## config.mk

```make
export PLATFORM = sky130hd
export DESIGN_NAME = uart_rx_fifo
export DESIGN_NICKNAME = d
export VERILOG_FILES = /design/src/rtl/uart_pkg.sv /design/src/rtl/uart_fifo_mem.sv /design/src/rtl/uart_rx_fifo.sv
export SDC_FILE = /design/constraint.sdc
export NUM_CORES = 1
export LEC_CHECK = 0
export ABC_AREA = 1
export ABC_CLOCK_PERIOD_IN_PS = 1700
export BUFFER_PORTS_ARGS = -buffer_cell sky130_fd_sc_hd__buf_2
export CORE_MARGIN = 2
export CORE_UTILIZATION = 40
export DETAILED_ROUTE_END_ITERATION = 10
export SYNTH_ARGS = -nofsm -noshare
export SYNTH_HDL_FRONTEND = slang
export SYNTH_SLANG_ARGS = --single-unit
```

## constraint.sdc

```tcl
create_clock -name clk -period 1.7 [get_ports clk]
set_input_delay 0.085 -clock clk [delete_from_list [all_inputs] [get_ports clk]]
set_output_delay 0.085 -clock clk [all_outputs]
set_load 0.1 [all_outputs]
```

## src/rtl/uart_pkg.sv

```systemverilog
// Shared types and constants for the UART receive buffer.
// UART_RX_FIFO_KEEP_ERR_EN widens each entry with the parity/stop error tags.
package uart_pkg;

    localparam int UART_DATA_W   = 8;
    localparam int DEFAULT_DEPTH = 16;

`ifdef UART_RX_FIFO_KEEP_ERR_EN
    localparam int ENTRY_W = UART_DATA_W + 2;

    typedef struct packed {
        logic [UART_DATA_W-1:0] data;
        logic                   perr;
        logic                   serr;
    } entry_t;
`else
    localparam int ENTRY_W = UART_DATA_W;

    typedef struct packed {
        logic [UART_DATA_W-1:0] data;
    } entry_t;
`endif

endpackage

```

## src/rtl/uart_fifo_mem.sv

```systemverilog
// Register-array storage for the receive FIFO: one synchronous write port,
// one asynchronous read port.
module uart_fifo_mem
    import uart_pkg::*;
#(
    parameter  int DEPTH = DEFAULT_DEPTH,
    localparam int AW    = $clog2(DEPTH)
) (
    input  logic          clk,
    input  logic          we,
    input  logic [AW-1:0] waddr,
    input  entry_t        wdata,
    input  logic [AW-1:0] raddr,
    output entry_t        rdata
);

    entry_t mem [DEPTH];

    // NOTE: the array is deliberately left out of reset; validity is tracked by
    // the pointers and count, so resetting storage would only cost flops and fanout.
    always_ff @(posedge clk) begin
        if (we) begin
            mem[waddr] <= wdata;
        end
    end

    assign rdata = mem[raddr];

endmodule

```

## src/rtl/uart_rx_fifo.sv

```systemverilog
// Receive buffer behind the UART receiver: frame-edge detection, circular FIFO
// control and FWFT read port. Optional macro: UART_RX_FIFO_KEEP_ERR_EN.
module uart_rx_fifo
    import uart_pkg::*;
#(
    parameter  int DEPTH = DEFAULT_DEPTH,
    localparam int AW    = $clog2(DEPTH)
) (
    input  logic                   clk,
    input  logic                   rst,
    input  logic [UART_DATA_W-1:0] rxdata,
    input  logic                   valid_rx,
    input  logic                   parity_error,
    input  logic                   stop_error,
    input  logic                   rd_ready,
    input  logic                   clr_overrun,
    output logic                   rd_valid,
    output logic [UART_DATA_W-1:0] rd_data,
    output logic                   rd_perr,
    output logic                   rd_serr,
    output logic [AW:0]            count,
    output logic                   empty,
    output logic                   full,
    output logic                   overrun
);

    localparam logic [AW:0]   CNT_ONE  = (AW+1)'(1);
    localparam logic [AW:0]   CNT_FULL = (AW+1)'(DEPTH);
    localparam logic [AW-1:0] PTR_ONE  = AW'(1);

    logic          evt;
    logic          evt_q;
    logic          push_req;
    logic          pop;
    logic          wr_en;
    logic          drop;
    logic [AW-1:0] wr_ptr;
    logic [AW-1:0] rd_ptr;
    entry_t        wr_entry;
    entry_t        head;

    assign evt = valid_rx | parity_error | stop_error;

`ifdef UART_RX_FIFO_KEEP_ERR_EN
    assign push_req = evt & ~evt_q;
`else
    // Without error tagging, only frames flagged good are worth storing.
    assign push_req = evt & ~evt_q & valid_rx;
`endif

    assign empty    = (count == '0);
    assign full     = (count == CNT_FULL);
    assign rd_valid = ~empty;
    assign pop      = rd_valid & rd_ready;
    assign wr_en    = push_req & (~full | pop);
    assign drop     = push_req & full & ~pop;

    always_comb begin
        wr_entry      = '0;
        wr_entry.data = rxdata;
`ifdef UART_RX_FIFO_KEEP_ERR_EN
        wr_entry.perr = parity_error;
        wr_entry.serr = stop_error;
`endif
    end

    uart_fifo_mem #(.DEPTH(DEPTH)) u_mem (
        .clk   (clk),
        .we    (wr_en),
        .waddr (wr_ptr),
        .wdata (wr_entry),
        .raddr (rd_ptr),
        .rdata (head)
    );

    // NOTE: every register here uses <= so all state updates see pre-edge values;
    // blocking assignments would make the result depend on statement order.
    always_ff @(posedge clk or negedge rst) begin
        if (!rst) begin
            evt_q   <= 1'b1;  // a level already high at reset release must not count as a frame
            wr_ptr  <= '0;
            rd_ptr  <= '0;
            count   <= '0;
            overrun <= 1'b0;
        end else begin
            evt_q <= evt;
            if (wr_en) begin
                wr_ptr <= wr_ptr + PTR_ONE;
            end
            if (pop) begin
                rd_ptr <= rd_ptr + PTR_ONE;
            end
            unique case ({wr_en, pop})
                2'b10:   count <= count + CNT_ONE;
                2'b01:   count <= count - CNT_ONE;
                default: count <= count;
            endcase
            if (drop) begin
                overrun <= 1'b1;
            end else if (clr_overrun) begin
                overrun <= 1'b0;
            end
        end
    end

    // NOTE: each output below is given a value on every path through the block,
    // so no latch is inferred.
    always_comb begin
        rd_data = '0;
        rd_perr = 1'b0;
        rd_serr = 1'b0;
        if (!empty) begin
            rd_data = head.data;
`ifdef UART_RX_FIFO_KEEP_ERR_EN
            rd_perr = head.perr;
            rd_serr = head.serr;
`endif
        end
    end

endmodule

```

==> results of run 1 <==
[sequential cells by signal (all words and copies together) (netlist names)]
register   flops
count          5
evt_q          1
rd_ptr         4
wr_ptr         4
overrun        1
u_mem.mem    128
[stage by stage]
stage	std cells	power (W)	util	hold WS, ns	setup TNS, ns
2_1_floorplan	486	0.00961	-	-0.211	-71.85
3_3_place_gp	737	0.0123	0.506	0.0288	-0.321
3_5_place_dp	737	0.0124	0.506	0.0397	-0.805
4_1_cts	787	0.0172	0.576	0.0439	-3.33
5_1_grt	787	0.0184	0.585	0.0491	-17.12
6_report	787	0.0176	0.585	0.0488	-5.80
[report_power, final]
| part | total (W) | switching, W | internal [W] | leakage, nW |
|---|---|---|---|---|
| clock network | 0.00400 | 0.00140 | 0.00260 | 0.312 |
| registers | 0.00427 | 0.000200 | 0.00407 | 1.32 |
| logic | 0.00933 | 0.00587 | 0.00346 | 1.41 |
| total | 0.0176 | 0.00747 | 0.0101 | 3.04 |
[logic make-up (layout without fill, tap and decap cells)]
kind of cell	after synthesis	in the layout	synth area share
xor gates and xnor gates	8	8	0.0117
other	1	2	0.000627
and+or+nand+nor	158	158	0.117
DFF	143	143	0.706
buffers and inverters	52	169	0.0376
adders and majority gates	7	7	0.0146
AOI/OAI and AO/OA	116	116	0.113
[timing repair]
item | CTS | global route
hold buffers | 5 | 0
cloned | 3 | 1
setup buffers | 12 | 11
hold endpoints to repair | 18 | 0
pin swaps | 33 | 43
endpoints found under the setup margin | 50 | 144
gates resized for setup | 49 | 80
[routing by layer]
| metal | vias up | track usage | wire, um |
|---|---|---|---|
| li1 | 1976 | - | - |
| met1 | 2092 | 0.235 | 6370 |
| met2 | 111 | 0.332 | 7700 |
| met3 | 18 | 0.0498 | 636 |
| met4 | 0 | 0.0711 | 233 |
| met5 | - | 0 | 0 |
[layout by cell type, fill, tap and decap left out, types with 3 or more instances in the layout]
master	synthesis	final
ha_1	7	5
dlygate4sd3_1	0	5
buf_12	0	25
clkbuf_16	0	17
bufinv_16	0	5
buf_2	12	21
clkinv_2	0	3
buf_8	0	5
dfrtp_4	0	5
inv_1	20	14
xor2_1	8	8
o22ai_1	11	10
nor2_4	0	20
o21ai_2	0	16
nor2_2	2	3
dfrtp_1	14	7
nand4_1	4	4
o221ai_1	22	16
nand3_2	1	6
o21ai_0	68	37
nor2_1	93	72
a21oi_4	0	8
inv_6	0	3
o221ai_2	0	6
nand2_2	3	6
inv_4	1	3
buf_4	3	38
nand2_4	3	7
o21ai_1	7	22
edfxtp_1	128	128
nand3_4	2	4
inv_2	3	5
nand3_1	19	12
clkinv_8	0	3
nand2_1	30	18
nand2_8	0	5
buf_6	0	16
[final cells by class]
type	instances	area, um^2	share of cell area
timing repair buffer	110	1200	0.140
timing repair inverter	1	16.3	0.00191
clock buffer	18	429	0.0503
sequential	143	4240	0.497
tap	184	230	0.0270
inverter	26	135	0.0158
clock inverter	14	211	0.0248
multi-input combinational	291	2070	0.243
[how the worst min path moves through the flow]
stage / startpoint / to / slack [ns] / cells past startpoint
2_1_floorplan: rst / overrun / -0.21 / 0
3_3_place_gp: rst / overrun / 0.03 / 1
3_5_place_dp: rst / count[4] / 0.04 / 1
4_1_cts: rxdata[3] / u_mem.mem[12][3] / 0.04 / 1
5_1_grt: rxdata[4] / u_mem.mem[13][4] / 0.05 / 1
6_report: rxdata[3] / u_mem.mem[12][3] / 0.05 / 1
==> impl_metrics.yaml, run 1 <==
status:
  outcome: "finished, violations left"
  violations: "setup timing"
cts:
  cts_tree: "built"
  cts_sinks: 143
  cts.clk_slew.worst_paths_ns: 0.06
  cts_root_buffer: "clkbuf_16"
  worstSkewPairLatency_ns: 0.42
  htreeDepth: 4
  clockBufferDepth: 2
  cts_made_buffers: 17
timing:
  period_minus_slack_ns: 2.16
  setup-violations-final: 100
  max_freq_ghz: 0.463
  final.setup.worst_slack_ns: -0.460
  drv_slew: 0
  clock-skew-final_ns: 0.0118
  hold_violations: 0
  finalCritPeriodShare: 1.27
  rsz0062_at_grt: "yes"
critical_path:
  r2r_end: "count[4]"
  crit_family: "compound AO/OA/AOI/OAI gates"
  crit_path_start: "rd_ptr[0]"
  cp-end-kind: "output pin"
  crit_chain: "clkinv_4 > buf_8 > o21ai_1 > o221ai_1 > nand3_1 > a21oi_4 > buf_12"
  cp.required_ns: 1.62
  cp_max_fo: 6
  max_stage_delay_ns: 0.46
  cp.arrival_ns: 2.08
  reg2reg_depth: 15
  path_class: "flip-flop to output pin"
  cp.depth: 7
  endpoint: "rd_data[4]"
  reg2reg_setup_slack_ns: -0.08
  cp_num_buf_inv: 3
  critPathLaunchType: "flip-flop"
  cp_slowest_cell: "dfrtp_2"
  reg2reg_from: "count[3]"
die:
  fp.dieW_um: 126
  start_util: 0.410
  dieArea_mm2: 0.0159
  die_h_um: 126
  io-pin-count: 34
  core.rowCount: 44
  coreArea_mm2: 0.0146
global_routing:
  grt_pass1_wl_um: 23100
  grt_start_max_net_pins: 28
  antenna_found_initial: 0
  grt_usage: 0.193
  first_global_vias: 4340
  gr-total-overflow: 0
cells_and_area:
  layout.nets: 612
  area.growth.synth_to_final_pct: 42.6
  fillCellCount: 1132
  drive_gt1_frac: 0.396
  stdcell_area_mm2: 0.00853
  diodes: 0
detailed_routing:
  post_drt_wl_per_cell_um: 19.0
  first_pass_iters: 4
  viasPerCell: 5.33
  drc: 0
  drtIter0Drc: 374
  ant_nets: 0
  vias: 4197
  routed_wl_um: 14900
power_and_ir_drop:
  irDropWorstVdd_mv: 1.81
  powerDensity_mw_per_mm2: 2060
  p_leak_nw: 3.04
yosys:
  synth_cell_types: 29
  synth_top_area_frac: 0.643
  synth_area_leader_cell: "edfxtp_1"
  synth.avg_cell_area_um2: 12.3
  ys_top_cells_by_count: "edfxtp_1, nor2_1, o21ai_0"
  ys_seq_area_frac: 0.706
  synth_seq_cells: 143
  synth_top_flop_cell: "edfxtp_1"
  synth_edf_count: 128
  synthArstFlopShare: 0.105
  yosysMostFrequentCell: "edfxtp_1"
  syn_area_mm2: 0.00598
  yosys-top-cells-area: "edfxtp_1, dfrtp_1, nor2_1"
  synth-warning-count: 0
  syn-instance-count: 485
place:
  portBuffers: 31
  hpwlAfterDp_um: 9410
  placed_area_mm2: 0.00738
  post-place-ws_ns: -0.0791
  place.gp.congestion: 0.791
min_path:
  hold_class: "input pin to flip-flop"
flow_run:
  cap_violations: 0
Note: power is estimated with default switching activity, not from simulation.
==> run 2, diff against run 1 <==
--- a/config.mk
+++ b/config.mk
@@ -5,12 +5,11 @@
 export SDC_FILE = /design/constraint.sdc
 export NUM_CORES = 1
 export LEC_CHECK = 0
-export ABC_AREA = 1
 export ABC_CLOCK_PERIOD_IN_PS = 1700
-export BUFFER_PORTS_ARGS = -buffer_cell sky130_fd_sc_hd__buf_2
 export CORE_MARGIN = 2
 export CORE_UTILIZATION = 40
 export DETAILED_ROUTE_END_ITERATION = 10
+export DONT_BUFFER_PORTS = 1
 export SYNTH_ARGS = -nofsm -noshare
 export SYNTH_HDL_FRONTEND = slang
 export SYNTH_SLANG_ARGS = --single-unit
==> impl_metrics.yaml, run 2 <==
power_and_ir_drop:
  powerDensity_mw_per_mm2: 1970
  p_leak_nw: 2.67
  irDropWorstVdd_mv: 1.23
timing:
  period_minus_slack_ns: 2.34
  max_freq_ghz: 0.428
  clock-skew-final_ns: 0.0100
  rsz0062_at_grt: "yes"
  final.setup.worst_slack_ns: -0.636
  hold_violations: 0
  finalCritPeriodShare: 1.37
  drv_slew: 0
  setup-violations-final: 152
  tightest_slew_ns: 0.723
  maxSlewHeadroom: 0.516
  fin_hold_ws_ns: 0.0981
cts:
  clockBufferDepth: 2
  cts_root_buffer: "clkbuf_16"
  cts_tree: "built"
  cts_made_buffers: 17
  htreeDepth: 4
  worstSkewPairLatency_ns: 0.42
  cts.clk_slew.worst_paths_ns: 0.06
  cts_sinks: 143
yosys:
  syn-instance-count: 305
  synth.avg_cell_area_um2: 19.1
  synth_top_family_by_area: "multiplexers"
  synthArstFlopShare: 0.105
  synth_fa_ha_area_frac: 0.0151
  synth.area.mux_share: 0.130
  synth_edf_count: 128
  synth_compound_area_frac: 0.0465
  synth_top_area_frac: 0.661
  yosysMostFrequentCell: "edfxtp_1"
  synth_xor_area_frac: 0.0166
  ys_seq_area_frac: 0.726
  synth_cell_types: 42
  yosys.area_share.simple: 0.0475
  synth_area_leader_cell: "edfxtp_1"
  synth_top_flop_cell: "edfxtp_1"
  syn_area_mm2: 0.00582
  synth-warning-count: 0
  ys_top_cells_by_count: "edfxtp_1, mux4_2, a22oi_1"
  synth_seq_cells: 143
  yosys-top-cells-area: "edfxtp_1, mux4_2, dfrtp_1"
global_routing:
  first_global_vias: 3273
  gr-total-overflow: 0
  grt_start_max_net_pins: 33
  grt_usage: 0.166
  antenna_found_initial: 0
  grt_pass1_wl_um: 18800
detailed_routing:
  top_layer: "met4"
  dr_wl_met2_um: 6590
  routed_wl_um: 12600
  ant_nets: 0
  post_drt_wl_per_cell_um: 21.5
  drtIter0Drc: 333
  drc: 0
  vias: 3051
  wl_met1_um: 5320
  wl_met3_um: 585
  first_pass_iters: 5
  viasPerCell: 5.21
cells_and_area:
  drive_gt1_frac: 0.500
  stdcell_area_mm2: 0.00792
  top_register: "u_mem.mem"
  diodes: 0
  layout_commonest_cell: "edfxtp_1"
  final_cell_mix: "edfxtp_1, mux4_2, buf_4"
  layout.nets: 412
  largest_reg_flops: 128
  area.growth.synth_to_final_pct: 36.1
  reg.largest.list: "u_mem.mem x128, count x5"
place:
  place.gp.congestion: 0.779
  portBuffers: 0
  hpwlAfterDp_um: 7470
  placed_area_mm2: 0.00680
min_path:
  hold_class: "input pin to flip-flop"
critical_path:
  critPathLaunchType: "flip-flop"
  cp.required_ns: 2.00
  cp-end-kind: "flip-flop"
  path_class: "flip-flop to flip-flop"
  cp_max_fo: 4
  cp.arrival_ns: 2.63
die:
  start_util: 0.405
  dieArea_mm2: 0.0155
  fp.dieW_um: 125
  io-pin-count: 34
  coreArea_mm2: 0.0144
  core.rowCount: 44
  die_h_um: 125
status:
  violations: "setup timing"
  outcome: "finished, violations left"
flow_run:
  cap_violations: 0
[run 2: cell families after synthesis]
| kind of cell | count (synthesis) |
|---|---|
| compound gates | 38 |
| flops | 143 |
| mux | 35 |
| buf+inv | 22 |
| fa+ha+maj | 7 |
| simple gates | 48 |
| other cells | 1 |
| xor+xnor | 11 |
[run 2: path summary, 6_finish.rpt]
check	startpoint	end	slack, ns	cells past startpoint
worst max-delay path	count[3]	count[4]	-0.64	8
worst min-delay path	valid_rx	overrun	0.1	3
worst max register to register	count[3]	count[4]	-0.64	8
worst min register to register	rd_ptr[3]	rd_ptr[3]	0.55	1
max in group asynchronous	rst	count[3]	0.99	1
min in group asynchronous	rst	overrun	0.17	1
[run 2: worst max-delay path: stages, from the launching register on]
cell and delay (ns):
dfrtp_4 0.49, or4_4 0.56, o211ai_4 0.19, xnor2_1 0.14, ha_2 0.24, nor2_2 0.05, o21ai_0 0.25, a31oi_1 0.16
xnor2_1 0.14
[run 2: per-stage QoR]
step	utilization	setup slack, ns	TNS [ns]	power (W)	std cells
final	0.551	-0.636	-41.37	0.0156	586
after global routing	0.551	-0.774	-52.77	0.0162	586
after CTS	0.532	-0.598	-37.71	0.0151	574
after detailed placement	0.473	-0.535	-40.88	0.0114	527
after global placement	0.473	-0.489	-40.85	0.0113	527
after floorplan	-	-0.787	-32.76	0.00906	306
[run 2: power breakdown]
group	switching [W]	internal [W]
sequential	0.000293	0.00408
combinational	0.00439	0.00349
clock	0.00135	0.00197
[run 2: layout make-up]
cell class,instances,area [um^2]
fill,1063,6450
sequential,143,4240
multi-input combinational,141,1870
timing repair buffer,81,1010
clock buffer,18,429
tap,184,230
clock inverter,13,98.8
inverter,6,41.3
[run 2: timing repair]
item	4_1_cts	5_1_grt
cloned	0	2
gates resized for setup	41	27
pin swaps	12	12
buffers inserted	4	13
endpoints found under the setup margin	152	153
hold buffers	13	0
endpoints found under the hold margin	150	0
[run 2: layer usage]
layer  up-vias  track usage
met2        79        0.274
met5         -            0
met4         0       0.0535
met3         8       0.0503
met1      1562        0.211
li1       1402            -
